`src/rtl/controle_deplacement_if.sv`:
```
// Player-side and pile-side signals of the move controller.
// The move controller is the slave; the board or the bench drives it as the master.
interface controle_deplacement_if #(
    parameter int LARGEUR = 3
);
    logic [2:0]         btn_pile;
    logic               btn_annule;
    logic [LARGEUR-1:0] hauteur0;
    logic [LARGEUR-1:0] hauteur1;
    logic [LARGEUR-1:0] hauteur2;
    logic [2:0]         plus;
    logic [2:0]         moins;
    logic [2:0]         src_sel;
    logic               erreur;
    logic [7:0]         nb_coups;

    modport master (
        output btn_pile, btn_annule, hauteur0, hauteur1, hauteur2,
        input  plus, moins, src_sel, erreur, nb_coups
    );

    modport slave (
        input  btn_pile, btn_annule, hauteur0, hauteur1, hauteur2,
        output plus, moins, src_sel, erreur, nb_coups
    );
endinterface

```
`src/rtl/controle_deplacement.sv`:
```
// Move controller: turns pushbuttons into legal single-brick moves between three piles,
// issuing one moins/plus pulse pair per move, flagging illegal moves and counting moves.
module controle_deplacement #(
    parameter int LARGEUR     = 3,
    parameter int HAUTEUR_MAX = 7,
    parameter int ERR_CYCLES  = 4
) (
    input logic             clk,
    input logic             reset,
    controle_deplacement_if.slave bus
);

    localparam int CW = (ERR_CYCLES > 1) ? $clog2(ERR_CYCLES) : 1;

    typedef enum logic [1:0] {ATT_SRC, ATT_DST, EXECUTE, ERREUR} etat_t;

    logic [3:0] brut;
    logic [3:0] evt;
    logic [1:0] amorce_reg;
    logic       amorce_ok;

    assign brut      = {bus.btn_annule, bus.btn_pile};
    assign amorce_ok = (amorce_reg == 2'd3);

    // Events stay masked until the synchronizers hold post-reset samples, so a
    // button held through reset release never looks like a fresh press.
    always_ff @(posedge clk) begin
        if (!reset)
            amorce_reg <= 2'd0;
        else if (!amorce_ok)
            amorce_reg <= amorce_reg + 2'd1;
    end

    genvar gi;
    generate
        for (gi = 0; gi < 4; gi++) begin : g_sync
            logic sync1_reg;
            logic sync2_reg;
            logic retard_reg;

            always_ff @(posedge clk) begin
                if (!reset) begin
                    sync1_reg  <= 1'b0;
                    sync2_reg  <= 1'b0;
                    retard_reg <= 1'b0;
                end else begin
                    sync1_reg  <= brut[gi];
                    sync2_reg  <= sync1_reg;
                    retard_reg <= sync2_reg;
                end
            end

            assign evt[gi] = sync2_reg & ~retard_reg & amorce_ok;
        end
    endgenerate

    logic [2:0]         ev_pile;
    logic               ev_annule;
    logic               un_seul;
    logic [1:0]         idx;
    logic [LARGEUR-1:0] h_sel;

    assign ev_pile   = evt[2:0];
    assign ev_annule = evt[3];
    assign un_seul   = (ev_pile == 3'b001) || (ev_pile == 3'b010) || (ev_pile == 3'b100);

    always_comb begin
        idx   = 2'd0;
        h_sel = bus.hauteur0;
        case (ev_pile)
            3'b010: begin
                idx   = 2'd1;
                h_sel = bus.hauteur1;
            end
            3'b100: begin
                idx   = 2'd2;
                h_sel = bus.hauteur2;
            end
            default: begin
                idx   = 2'd0;
                h_sel = bus.hauteur0;
            end
        endcase
    end

    function automatic logic [2:0] un_parmi(input logic [1:0] i);
        return 3'b001 << i;
    endfunction

    etat_t         state_reg, state_next;
    logic [1:0]    src_reg, src_next;
    logic [1:0]    dst_reg, dst_next;
    logic [2:0]    src_sel_reg, src_sel_next;
    logic [2:0]    plus_reg, plus_next;
    logic [2:0]    moins_reg, moins_next;
    logic          erreur_reg, erreur_next;
    logic [CW-1:0] err_cnt_reg, err_cnt_next;
    logic [7:0]    nb_coups_reg, nb_coups_next;

    always_ff @(posedge clk) begin
        if (!reset) begin
            state_reg    <= ATT_SRC;
            src_reg      <= 2'd0;
            dst_reg      <= 2'd0;
            src_sel_reg  <= 3'b000;
            plus_reg     <= 3'b000;
            moins_reg    <= 3'b000;
            erreur_reg   <= 1'b0;
            err_cnt_reg  <= '0;
            nb_coups_reg <= 8'd0;
        end else begin
            state_reg    <= state_next;
            src_reg      <= src_next;
            dst_reg      <= dst_next;
            src_sel_reg  <= src_sel_next;
            plus_reg     <= plus_next;
            moins_reg    <= moins_next;
            erreur_reg   <= erreur_next;
            err_cnt_reg  <= err_cnt_next;
            nb_coups_reg <= nb_coups_next;
        end
    end

    // plus/moins are loaded on the way into EXECUTE so they are high exactly
    // during the EXECUTE cycle; likewise erreur is high exactly while in ERREUR.
    always_comb begin
        state_next    = state_reg;
        src_next      = src_reg;
        dst_next      = dst_reg;
        src_sel_next  = src_sel_reg;
        plus_next     = 3'b000;
        moins_next    = 3'b000;
        erreur_next   = 1'b0;
        err_cnt_next  = err_cnt_reg;
        nb_coups_next = nb_coups_reg;

        case (state_reg)
            ATT_SRC: begin
                if (un_seul) begin
                    if (h_sel == '0) begin
                        state_next   = ERREUR;
                        erreur_next  = 1'b1;
                        err_cnt_next = '0;
                    end else begin
                        src_next     = idx;
                        src_sel_next = un_parmi(idx);
                        state_next   = ATT_DST;
                    end
                end
            end

            ATT_DST: begin
                if (ev_annule) begin
                    src_sel_next = 3'b000;
                    state_next   = ATT_SRC;
                end else if (un_seul) begin
                    if (idx == src_reg) begin
                        src_sel_next = 3'b000;
                        state_next   = ATT_SRC;
                    end else if (h_sel >= LARGEUR'(HAUTEUR_MAX)) begin
                        src_sel_next = 3'b000;
                        state_next   = ERREUR;
                        erreur_next  = 1'b1;
                        err_cnt_next = '0;
                    end else begin
                        dst_next   = idx;
                        moins_next = un_parmi(src_reg);
                        plus_next  = un_parmi(idx);
                        state_next = EXECUTE;
                    end
                end
            end

            EXECUTE: begin
                src_sel_next  = 3'b000;
                nb_coups_next = (nb_coups_reg == 8'hFF) ? nb_coups_reg : nb_coups_reg + 8'd1;
                state_next    = ATT_SRC;
            end

            ERREUR: begin
                if (err_cnt_reg == CW'(ERR_CYCLES - 1)) begin
                    state_next = ATT_SRC;
                end else begin
                    erreur_next  = 1'b1;
                    err_cnt_next = err_cnt_reg + 1'b1;
                end
            end

            default: state_next = ATT_SRC;
        endcase
    end

    assign bus.plus     = plus_reg;
    assign bus.moins    = moins_reg;
    assign bus.src_sel  = src_sel_reg;
    assign bus.erreur   = erreur_reg;
    assign bus.nb_coups = nb_coups_reg;

endmodule

```
`src/flat_wrapper.sv`:
```
// flat-port wrapper written by rule: the top's interface ports become plain ports
module controle_deplacement_flat 
#(
    parameter int LARGEUR     = 3,
    parameter int HAUTEUR_MAX = 7,
    parameter int ERR_CYCLES  = 4
)
  (clk, reset, bus_btn_pile, bus_btn_annule, bus_hauteur0, bus_hauteur1, bus_hauteur2, bus_plus, bus_moins, bus_src_sel, bus_erreur, bus_nb_coups);
  controle_deplacement_if #(.LARGEUR(LARGEUR)) bus_i ();
  input logic clk;
  input logic reset;
  input wire logic [$bits(bus_i.btn_pile)-1:0] bus_btn_pile;
  input wire logic [$bits(bus_i.btn_annule)-1:0] bus_btn_annule;
  input wire logic [$bits(bus_i.hauteur0)-1:0] bus_hauteur0;
  input wire logic [$bits(bus_i.hauteur1)-1:0] bus_hauteur1;
  input wire logic [$bits(bus_i.hauteur2)-1:0] bus_hauteur2;
  output wire logic [$bits(bus_i.plus)-1:0] bus_plus;
  output wire logic [$bits(bus_i.moins)-1:0] bus_moins;
  output wire logic [$bits(bus_i.src_sel)-1:0] bus_src_sel;
  output wire logic [$bits(bus_i.erreur)-1:0] bus_erreur;
  output wire logic [$bits(bus_i.nb_coups)-1:0] bus_nb_coups;
  assign bus_i.btn_pile = bus_btn_pile;
  assign bus_i.btn_annule = bus_btn_annule;
  assign bus_i.hauteur0 = bus_hauteur0;
  assign bus_i.hauteur1 = bus_hauteur1;
  assign bus_i.hauteur2 = bus_hauteur2;
  assign bus_plus = bus_i.plus;
  assign bus_moins = bus_i.moins;
  assign bus_src_sel = bus_i.src_sel;
  assign bus_erreur = bus_i.erreur;
  assign bus_nb_coups = bus_i.nb_coups;
  controle_deplacement #(.LARGEUR(LARGEUR), .HAUTEUR_MAX(HAUTEUR_MAX), .ERR_CYCLES(ERR_CYCLES)) u_core (.clk(clk), .reset(reset), .bus(bus_i));
endmodule
```
`config.mk`:
```
export PLATFORM = sky130hd
export DESIGN_NAME = controle_deplacement_flat
export DESIGN_NICKNAME = d
export VERILOG_FILES = /design/src/rtl/controle_deplacement_if.sv /design/src/rtl/controle_deplacement.sv /design/src/flat_wrapper.sv
export SDC_FILE = /design/constraint.sdc
export NUM_CORES = 1
export LEC_CHECK = 0
export ABC_CLOCK_PERIOD_IN_PS = 2720
export CAP_MARGIN = 20
export CORE_MARGIN = 8
export CORE_UTILIZATION = 35
export DETAILED_ROUTE_END_ITERATION = 8
export PLACE_DENSITY = 0.63
export SKIP_LAST_GASP = 1
export SLEW_MARGIN = 20
export SYNTH_ARGS = -nofsm -noshare
export SYNTH_HDL_FRONTEND = slang
export SYNTH_SLANG_ARGS = --single-unit
```
`constraint.sdc`:
```
create_clock -name clk -period 2.72 [get_ports clk]
set_input_delay 0.544 -clock clk [delete_from_list [all_inputs] [get_ports clk]]
set_output_delay 0.544 -clock clk [all_outputs]
set_load 0.05 [all_outputs]
```
==> run metrics, run 1 <==
status=completed; WL final=about 3600 um; CP required=2950 ps; fin area=2301 sq um; synthesis-to-finish area growth=27.71%; Initial Util=0.3573; max reg flops=8; top-area cell type share of the netlist area=0.4222; clk slew on worst S/H paths=70 ps; via count=1,440; Tot GR Track Use=0.1048; crit-path max cell delay=430 ps; Slew @ Worst Pin=between 500 and 600 ps; Die Ht=87.75 um; Max VDD drop=0.0004546 V; residual DRC count=0; crit-path max FO=10; CP bufs+invs=0; hold buffer count at CTS=0; IO Count=33; Ys Warns=0; Crit-path slowest cell=or4_1; Fillers=509; vias per cell=4.784; leak pwr=0.0008720 uW; Synth Flop Type=dfxtp_1; Num CTS Buffers=5; combinational group share of total power=0.324; Die ar.=between 7000 and 8000 sq um; Initial DRC Count=87; Multi-input gate area=~970 sq um; Rel. slew slack=0.6575; drt wl/cell=12.12 um; Tmin final=2481 ps; Yosys top cell by area=dfxtp_1; register bit count reported by yosys=38; largest net degree at the start of global routing=23; Synth Net Count=216; ant diodes=0; critical-path cell list=ha_1 -> and4_4 -> a222oi_1 -> o21ai_1 -> or4_1 -> a211oi_2 -> mux2i_1; Bufs on Longest Clock Path=2; Async SR Flop Fraction=0; first-pass GRT wire length=6265 um; fin crit share=0.9122; GR Overflow Total=0; Syn Std Cell Area=1802 sq um; initial antenna violation count=0; Max-Cap Viols=0; DP Wirelength=2768 um; P per Cell Area=649.1 nW/um^2; Reg area=760.7 sq um; nets=around 250; Clock power frac=0.251; fraction of layout instances using a drive strength above 1=0.09524; vias in the first global route=1,460; Hold/Removal Path Class=flip-flop to flip-flop; Final setup viols=0; Sw Ratio=0.3389; Mapped Cells=193; post-CTS setup buffers=0; NetSw=506.1 uW; crit path kind=flip-flop to flip-flop; CORE AREA=5042 sq um; number of I/O port buffers=32; sequential area share after synthesis=0.4222; Seq pwr share=0.425; top cells by count, synth=dfxtp_1, and2_1, nand2_1; Die X=about 90 um; CP endpoint kind=flip-flop; Syn Area/Cell=9.335 sq um; GP Congestion=roughly 0.77; Yosys cell types=48; CTS tree=yes; TNS Setup=0 ps; Skew-Pair Late Insertion Delay=290 ps; final hold violations=0; CTS root buf=clkbuf_8; Pint=~1000 uW; H-tree Lvls=2; clock skew=7.412 ps; fmax=slightly above 400 MHz; top cells by area, synth=dfxtp_1, and2_1, ha_1; unrepaired setup endpoints after global routing=no; Slew Limit Fails=0; cell family with most CP delay=compound AO/OA/AOI/OAI gates; Post-synth EDFFs=0; ANT nets after route=0; placed cell area=2215 sq um; Sink Count=38; drt first pass iters=4; most frequent cell after synthesis=dfxtp_1; Worst setup SP type=flip-flop; FP Rows=26; critical path data arrival time=2710 ps
[cells by family (layout without fill, tap and decap cells)]
family	Yosys count	count (layout)	share of synthesized area
AOI/OAI and AO/OA	28	28	0.1125
xor gates and xnor gates	9	9	0.04375
adders and majority gates	8	8	0.05556
buffers and inverters	15	53	0.04097
DFF	38	38	0.4222
muxes	8	8	0.04445
and+or+nand+nor	87	87	0.2806
[power by group through the flow]
stage               logic (uW)  clock network [uW]  registers [uW]
detailed placement         479                   0             646
global route               527                 418             640
global placement           472                   0             646
CTS                        482                 394             634
finish                     484                 375             634
floorplan                  301                   0             691
[timing repair]
action | in CTS | in global routing
endpoints found under the setup margin | 0 | 2
endpoints found under the hold margin | 0 | 0
gates resized for setup | 0 | 1
[cells in the final DEF, fill, tap and decap left out, types with 4 or more instances in the layout]
cell	instances
nor2b_1	8
nand2_1	19
clkbuf_8	5
nand2b_1	4
a21oi_1	5
dfxtp_1	38
nor4_1	4
clkdlybuf4s50_1	32
nand3_1	4
nor2_1	5
ha_1	8
xnor2_1	7
and2_1	22
inv_1	7
mux2i_1	8
buf_4	7
[worst paths after layout]
| path | startpoint | to | slack (ps) | cells after the start |
|---|---|---|---|---|
| worst max-delay path | u_core.amorce_reg[0] | u_core.err_cnt_reg[1] | 240 | 7 |
| worst min-delay path | u_core.g_sync[1].sync1_reg | u_core.g_sync[1].sync2_reg | 440 | 1 |
| worst max register to register | u_core.amorce_reg[0] | u_core.err_cnt_reg[1] | 240 | 7 |
| worst min register to register | u_core.g_sync[1].sync1_reg | u_core.g_sync[1].sync2_reg | 440 | 1 |
[final cells by class]
cell class	instances	area share
Clock buffer	5	0.02991
Sequential cell	38	0.3306
Tap cell	70	0.03806
Inverter	7	0.01142
Timing Repair Buffer	39	0.1620
Clock inverter	2	0.006525
Multi-Input combinational cell	140	0.4214
[metrics by stage]
| stage | setup slack [ps] | hold slack [ps] | power (uW) | util | cells |
|---|---|---|---|---|---|
| 4_1_cts | 177.2 | 438.2 | 1510 | 0.4558 | 301 |
| 3_5_place_dp | 39.58 | 418.9 | 1125 | 0.4392 | 294 |
| 5_1_grt | 58.32 | 458.7 | 1586 | 0.4563 | 301 |
| 2_1_floorplan | 358.0 | 411.9 | 992.3 | - | 193 |
| 3_3_place_gp | 81.59 | 413.2 | 1118 | 0.4392 | 294 |
| 6_report | 238.9 | 435.7 | 1494 | 0.4563 | 301 |
[routing by layer]
| layer | wire length (um) | up-vias | global-route usage |
|---|---|---|---|
| met4 | 75 | 0 | 0.05469 |
| met3 | 234 | 7 | 0.04034 |
| li1 | - | 742 | - |
| met5 | 0 | - | 0 |
| met2 | 1666 | 33 | 0.1683 |
| met1 | 1673 | 658 | 0.1175 |
Note: power is estimated with default switching activity, not from simulation.
==> inputs of run 2 (changes only) <==
- CORE_ASPECT_RATIO: default -> 1.1
- CTS_CLUSTER_DIAMETER: default -> 40
==> run 2 against run 1 <==
Against the previous run: clock skew fell by 2.1 ps; core utilization fell by 0.21 points; count of clock-buffer cells in the layout rose by 2; largest power group unchanged; setup slack got worse by 24 ps; combinational power fell by 2%; critical path depth did not move.
==> run metrics, run 2 (synthesized netlist as in run 1, its figures left out) <==
status=completed; Initial Util=0.3604; Sink Count=38; Skew-Pair Late Insertion Delay=280 ps; GP Congestion=0.7943; vias per cell=5.024; fin crit share=0.9208; vias in the first global route=1,479; CP required=2930 ps; CTS root buf=clkbuf_8; CP endpoint kind=flip-flop; Rel. slew slack=0.6640; FP Rows=27; fraction of layout instances using a drive strength above 1=0.08261; Initial DRC Count=76; Slew Limit Fails=0; hold buffer count at CTS=0; WL final=3596 um; Hold/Removal Path Class=flip-flop to flip-flop; Worst setup SP type=flip-flop; ANT nets after route=0; synthesis-to-finish area growth=26.04%; Die ar.=7702 sq um; largest net degree at the start of global routing=30; Final setup viols=0; CORE AREA=5000 sq um; initial antenna violation count=0; critical path data arrival time=2710 ps; final hold violations=0; Bufs on Longest Clock Path=2; first-pass GRT wire length=6410 um; nets=between 200 and 300; GR Overflow Total=0; crit-path max FO=10; Die X=roughly 84 um; Max VDD drop=0.0002948 V; total power=1463 uW; clock skew=5.266 ps; P per Cell Area=644.3 nW/um^2; Die Ht=91.25 um; most frequent cells in the layout=dfxtp_1, clkdlybuf4s50_1, and2_1; CTS tree=yes; post-CTS setup buffers=0; unrepaired setup endpoints after global routing=no; IO Count=33; max reg flops=8; clk slew on worst S/H paths=60 ps; DP Wirelength=2710 um; H-tree Lvls=2; fmax=399.3 MHz; Tmin final=2505 ps; Num CTS Buffers=5; Tot GR Track Use=0.1010; drt wl/cell=around 12 um; residual DRC count=0; ant diodes=0; drt first pass iters=4; via count=between 1,000 and 1,500; crit path kind=flip-flop to flip-flop; commonest non-fill, non-tap cell in the layout=dfxtp_1; Max-Cap Viols=0; TNS Setup=0 ps; number of I/O port buffers=32; leak pwr=around 0.00087 uW; Slew @ Worst Pin=502.4 ps
==> run 2: cell types whose count changed in the layout (fill, tap and decap cells not counted) <==
cell	previous run	this run
buf_4	7	6
clkbuf_1	0	2
clkinvlp_4	2	0
==> run 2: repair_timing <==
item,in CTS,in global routing
hold endpoints to repair,0,0
resized for setup,0,1
setup endpoints to repair,0,2
==> run 2: layout make-up <==
cell class                 count  area (sq um)
multi-input combinational    140         969.7
sequential                    38         760.7
tap                           58         72.57
clock buffer                   7         76.32
inverter                       7         26.28
fill                         522          2729
timing repair buffer          38         365.4
==> run 2: metrics by stage <==
step | worst slack [ps] | hold WS, ps | area [sq um] | util | cells
after detailed placement | 8.238 | 422.5 | 2192 | 0.4384 | 281
after global placement | 48.03 | 414.5 | 2192 | 0.4384 | 281
after CTS | 147.9 | 438.7 | 2268 | 0.4537 | 288
after floorplan | 358.0 | 411.9 | 1802 | - | 193
after global routing | 12.58 | 457.8 | 2271 | 0.4542 | 288
final | 215.4 | 434.2 | 2271 | 0.4542 | 288
==> run 2: routing by layer <==
| metal | vias up | part of all wire | GRT usage | routed length (um) |
|---|---|---|---|---|
| met5 | - | 0 | 0 | 0 |
| met4 | 0 | 0.018 | 0.04755 | 64 |
| met3 | 6 | 0.061 | 0.03874 | 219 |
| met2 | 33 | 0.45 | 0.1611 | 1611 |
| met1 | 667 | 0.47 | 0.1163 | 1701 |
| li1 | 741 | - | - | - |
==> run 2: critical path, cell delays in order, from the launching register on <==
cell      delay, ps
dfxtp_1         330
ha_1            340
and4_4          220
a222oi_1        440
o21ai_1         150
or4_1           430
a211oi_2        310
mux2i_1         210
==> run 2: final timing paths <==
kind	start	end	slack (ps)	cells after the start
hold reg to reg	u_core.g_sync[1].sync1_reg	u_core.g_sync[1].sync2_reg	430	1
hold / removal	u_core.g_sync[1].sync1_reg	u_core.g_sync[1].sync2_reg	430	1
setup / recovery	u_core.amorce_reg[0]	u_core.err_cnt_reg[1]	220	7
setup reg to reg	u_core.amorce_reg[0]	u_core.err_cnt_reg[1]	220	7
==> run 2: power by group <==
part	leakage (uW)	switching [uW]	internal, uW	total, uW
combinational	0.000522	265	211	475
clock	0.0000383	178	176	355
sequential	0.000309	32.4	601	633
==> inputs of run 3 (changes only) <==
- CORE_MARGIN: 8 -> 4
==> run 3 against run 2 <==
Against the previous run: non-clock buffer count stayed put; largest power group unchanged; hold slack worse by 1.6 ps; sequential power hardly changed; critical endpoint unchanged; largest cell class unchanged.
==> run metrics, run 3 (synthesized netlist as in run 1, its figures left out) <==
Skew-Pair Late Insertion Delay=290 ps; most frequent cells in the layout=dfxtp_1, clkdlybuf4s50_1, and2_1; critical path data arrival time=2710 ps; Resize count post-CTS=0; H-tree Lvls=2; CP required=approximately 2900 ps; GP Congestion=0.7719; ANT nets after route=0; Final setup viols=0; P per Cell Area=slightly below 700 nW/um^2; GR Util met3=0.03905; CP endpoint=u_core.err_cnt_reg[1]; crit path launch=u_core.g_sync[2].sync2_reg; WL final=3517 um; CTS tree=yes; crit path kind=flip-flop to flip-flop; Rel. slew slack=0.6665; GR Overflow Total=0; via count=1,435; drt wl/cell=12.17 um; Num CTS Buffers=5; Slew Limit Fails=0; max reg flops=8; number of I/O port buffers=32; IO Count=33; hold_sp=u_core.g_sync[3].sync1_reg; vias in the first global route=1,394; Slew @ Worst Pin=498.7 ps; Tot GR Track Use=0.1157; r2r worst-path depth=7; ant diodes=0; Bufs on Longest Clock Path=2; CTS root buf=clkbuf_8; Sink Count=38; placed cells=281; CORE AREA=around 5000 sq um; Hold/Removal Path Class=flip-flop to flip-flop; initial antenna violation count=0; crit-path max FO=7; vias per cell=4.965; fmax=402.1 MHz; drt first pass iters=4; status=completed; met2 usage=0.1878; commonest non-fill, non-tap cell in the layout=dfxtp_1; Initial DRC Count=79; TNS Setup=0 ps; R2R setup slack=230 ps; DP Wirelength=between 2000 and 3000 um; FP Rows=27; final hold violations=0; fraction of layout instances using a drive strength above 1=0.08225; CP endpoint kind=flip-flop; gr busiest metal=met2; clk slew on worst S/H paths=70 ps; fin crit share=0.9144; nets=253; Max VDD drop=approximately 0.00042 V; Die X=76.41 um; unrepaired setup endpoints after global routing=no; synthesis-to-finish area growth=27.57%; first-pass GRT wire length=~6000 um; r2r endpoint=u_core.err_cnt_reg[1]; Die ar.=6361 sq um; worst reg2reg startpoint=u_core.g_sync[2].sync2_reg; Die Ht=83.25 um; met1 Use GR=0.1386; clock skew=8.374 ps; residual DRC count=0; post-CTS setup buffers=0; Tmin final=2487 ps; hold buffer count at CTS=0; final instance count without filler cells=289; largest net degree at the start of global routing=30; Max-Cap Viols=0; Initial Util=0.3604; Worst setup SP type=flip-flop; leak pwr=~0.00088 uW
==> run 3: per-layer routing <==
metal | vias up | wire [um] | share of wire
li1 | 742 | - | -
met3 | 4 | 183 | 0.052
met1 | 655 | 1653 | 0.47
met5 | - | 0 | 0
met2 | 34 | 1622 | 0.46
met4 | 0 | 58 | 0.016
==> run 3: through the flow <==
step / hold WS (ps) / instance area (sq um) / utilization / total power, uW / setup slack (ps)
floorplan: 411.9 / 1802 / - / 992.3 / 358.0
global placement: 414.6 / 2192 / 0.4384 / 1120 / 49.50
detailed placement: 420.2 / 2192 / 0.4384 / 1119 / 16.81
CTS: 437.7 / 2298 / 0.4597 / 1592 / 192.8
global route: 456.4 / 2298 / 0.4597 / 1671 / 17.50
finish: 432.5 / 2298 / 0.4597 / 1573 / 232.9
==> run 3: worst min path at each step <==
stage | end | slack [ps] | depth (start not counted)
after floorplan | u_core.g_sync[0].sync2_reg | 410 | 1
after global placement | u_core.g_sync[1].sync2_reg | 410 | 1
after detailed placement | u_core.g_sync[3].sync2_reg | 420 | 1
after CTS | u_core.g_sync[3].sync2_reg | 440 | 1
after global routing | u_core.g_sync[3].sync2_reg | 460 | 1
final | u_core.g_sync[3].sync2_reg | 430 | 1
==> run 3: where the power goes <==
group          internal [uW]  switching [uW]  total, uW  leakage, uW
combinational            210             265        475     0.000521
sequential               601            32.0        633     0.000309
clock                    274             191        465    0.0000524
total                   1080             488       1570     0.000883
==> run 3: worst max-delay path: stages (launching register included) <==
cell	delay, ps
dfxtp_1	390
nor2b_1	440
o211ai_1	130
a222oi_1	380
o21ai_1	140
or4_1	430
a211oi_2	310
mux2i_1	200
==> run 3: cell type report <==
type | count | area (sq um)
fill | 492 | 2701
multi-input combinational | 140 | 967.2
sequential | 38 | 760.7
timing repair buffer | 38 | 365.4
clock buffer | 7 | 76.32
tap | 58 | 72.57
clock inverter | 1 | 30.03
inverter | 7 | 26.28
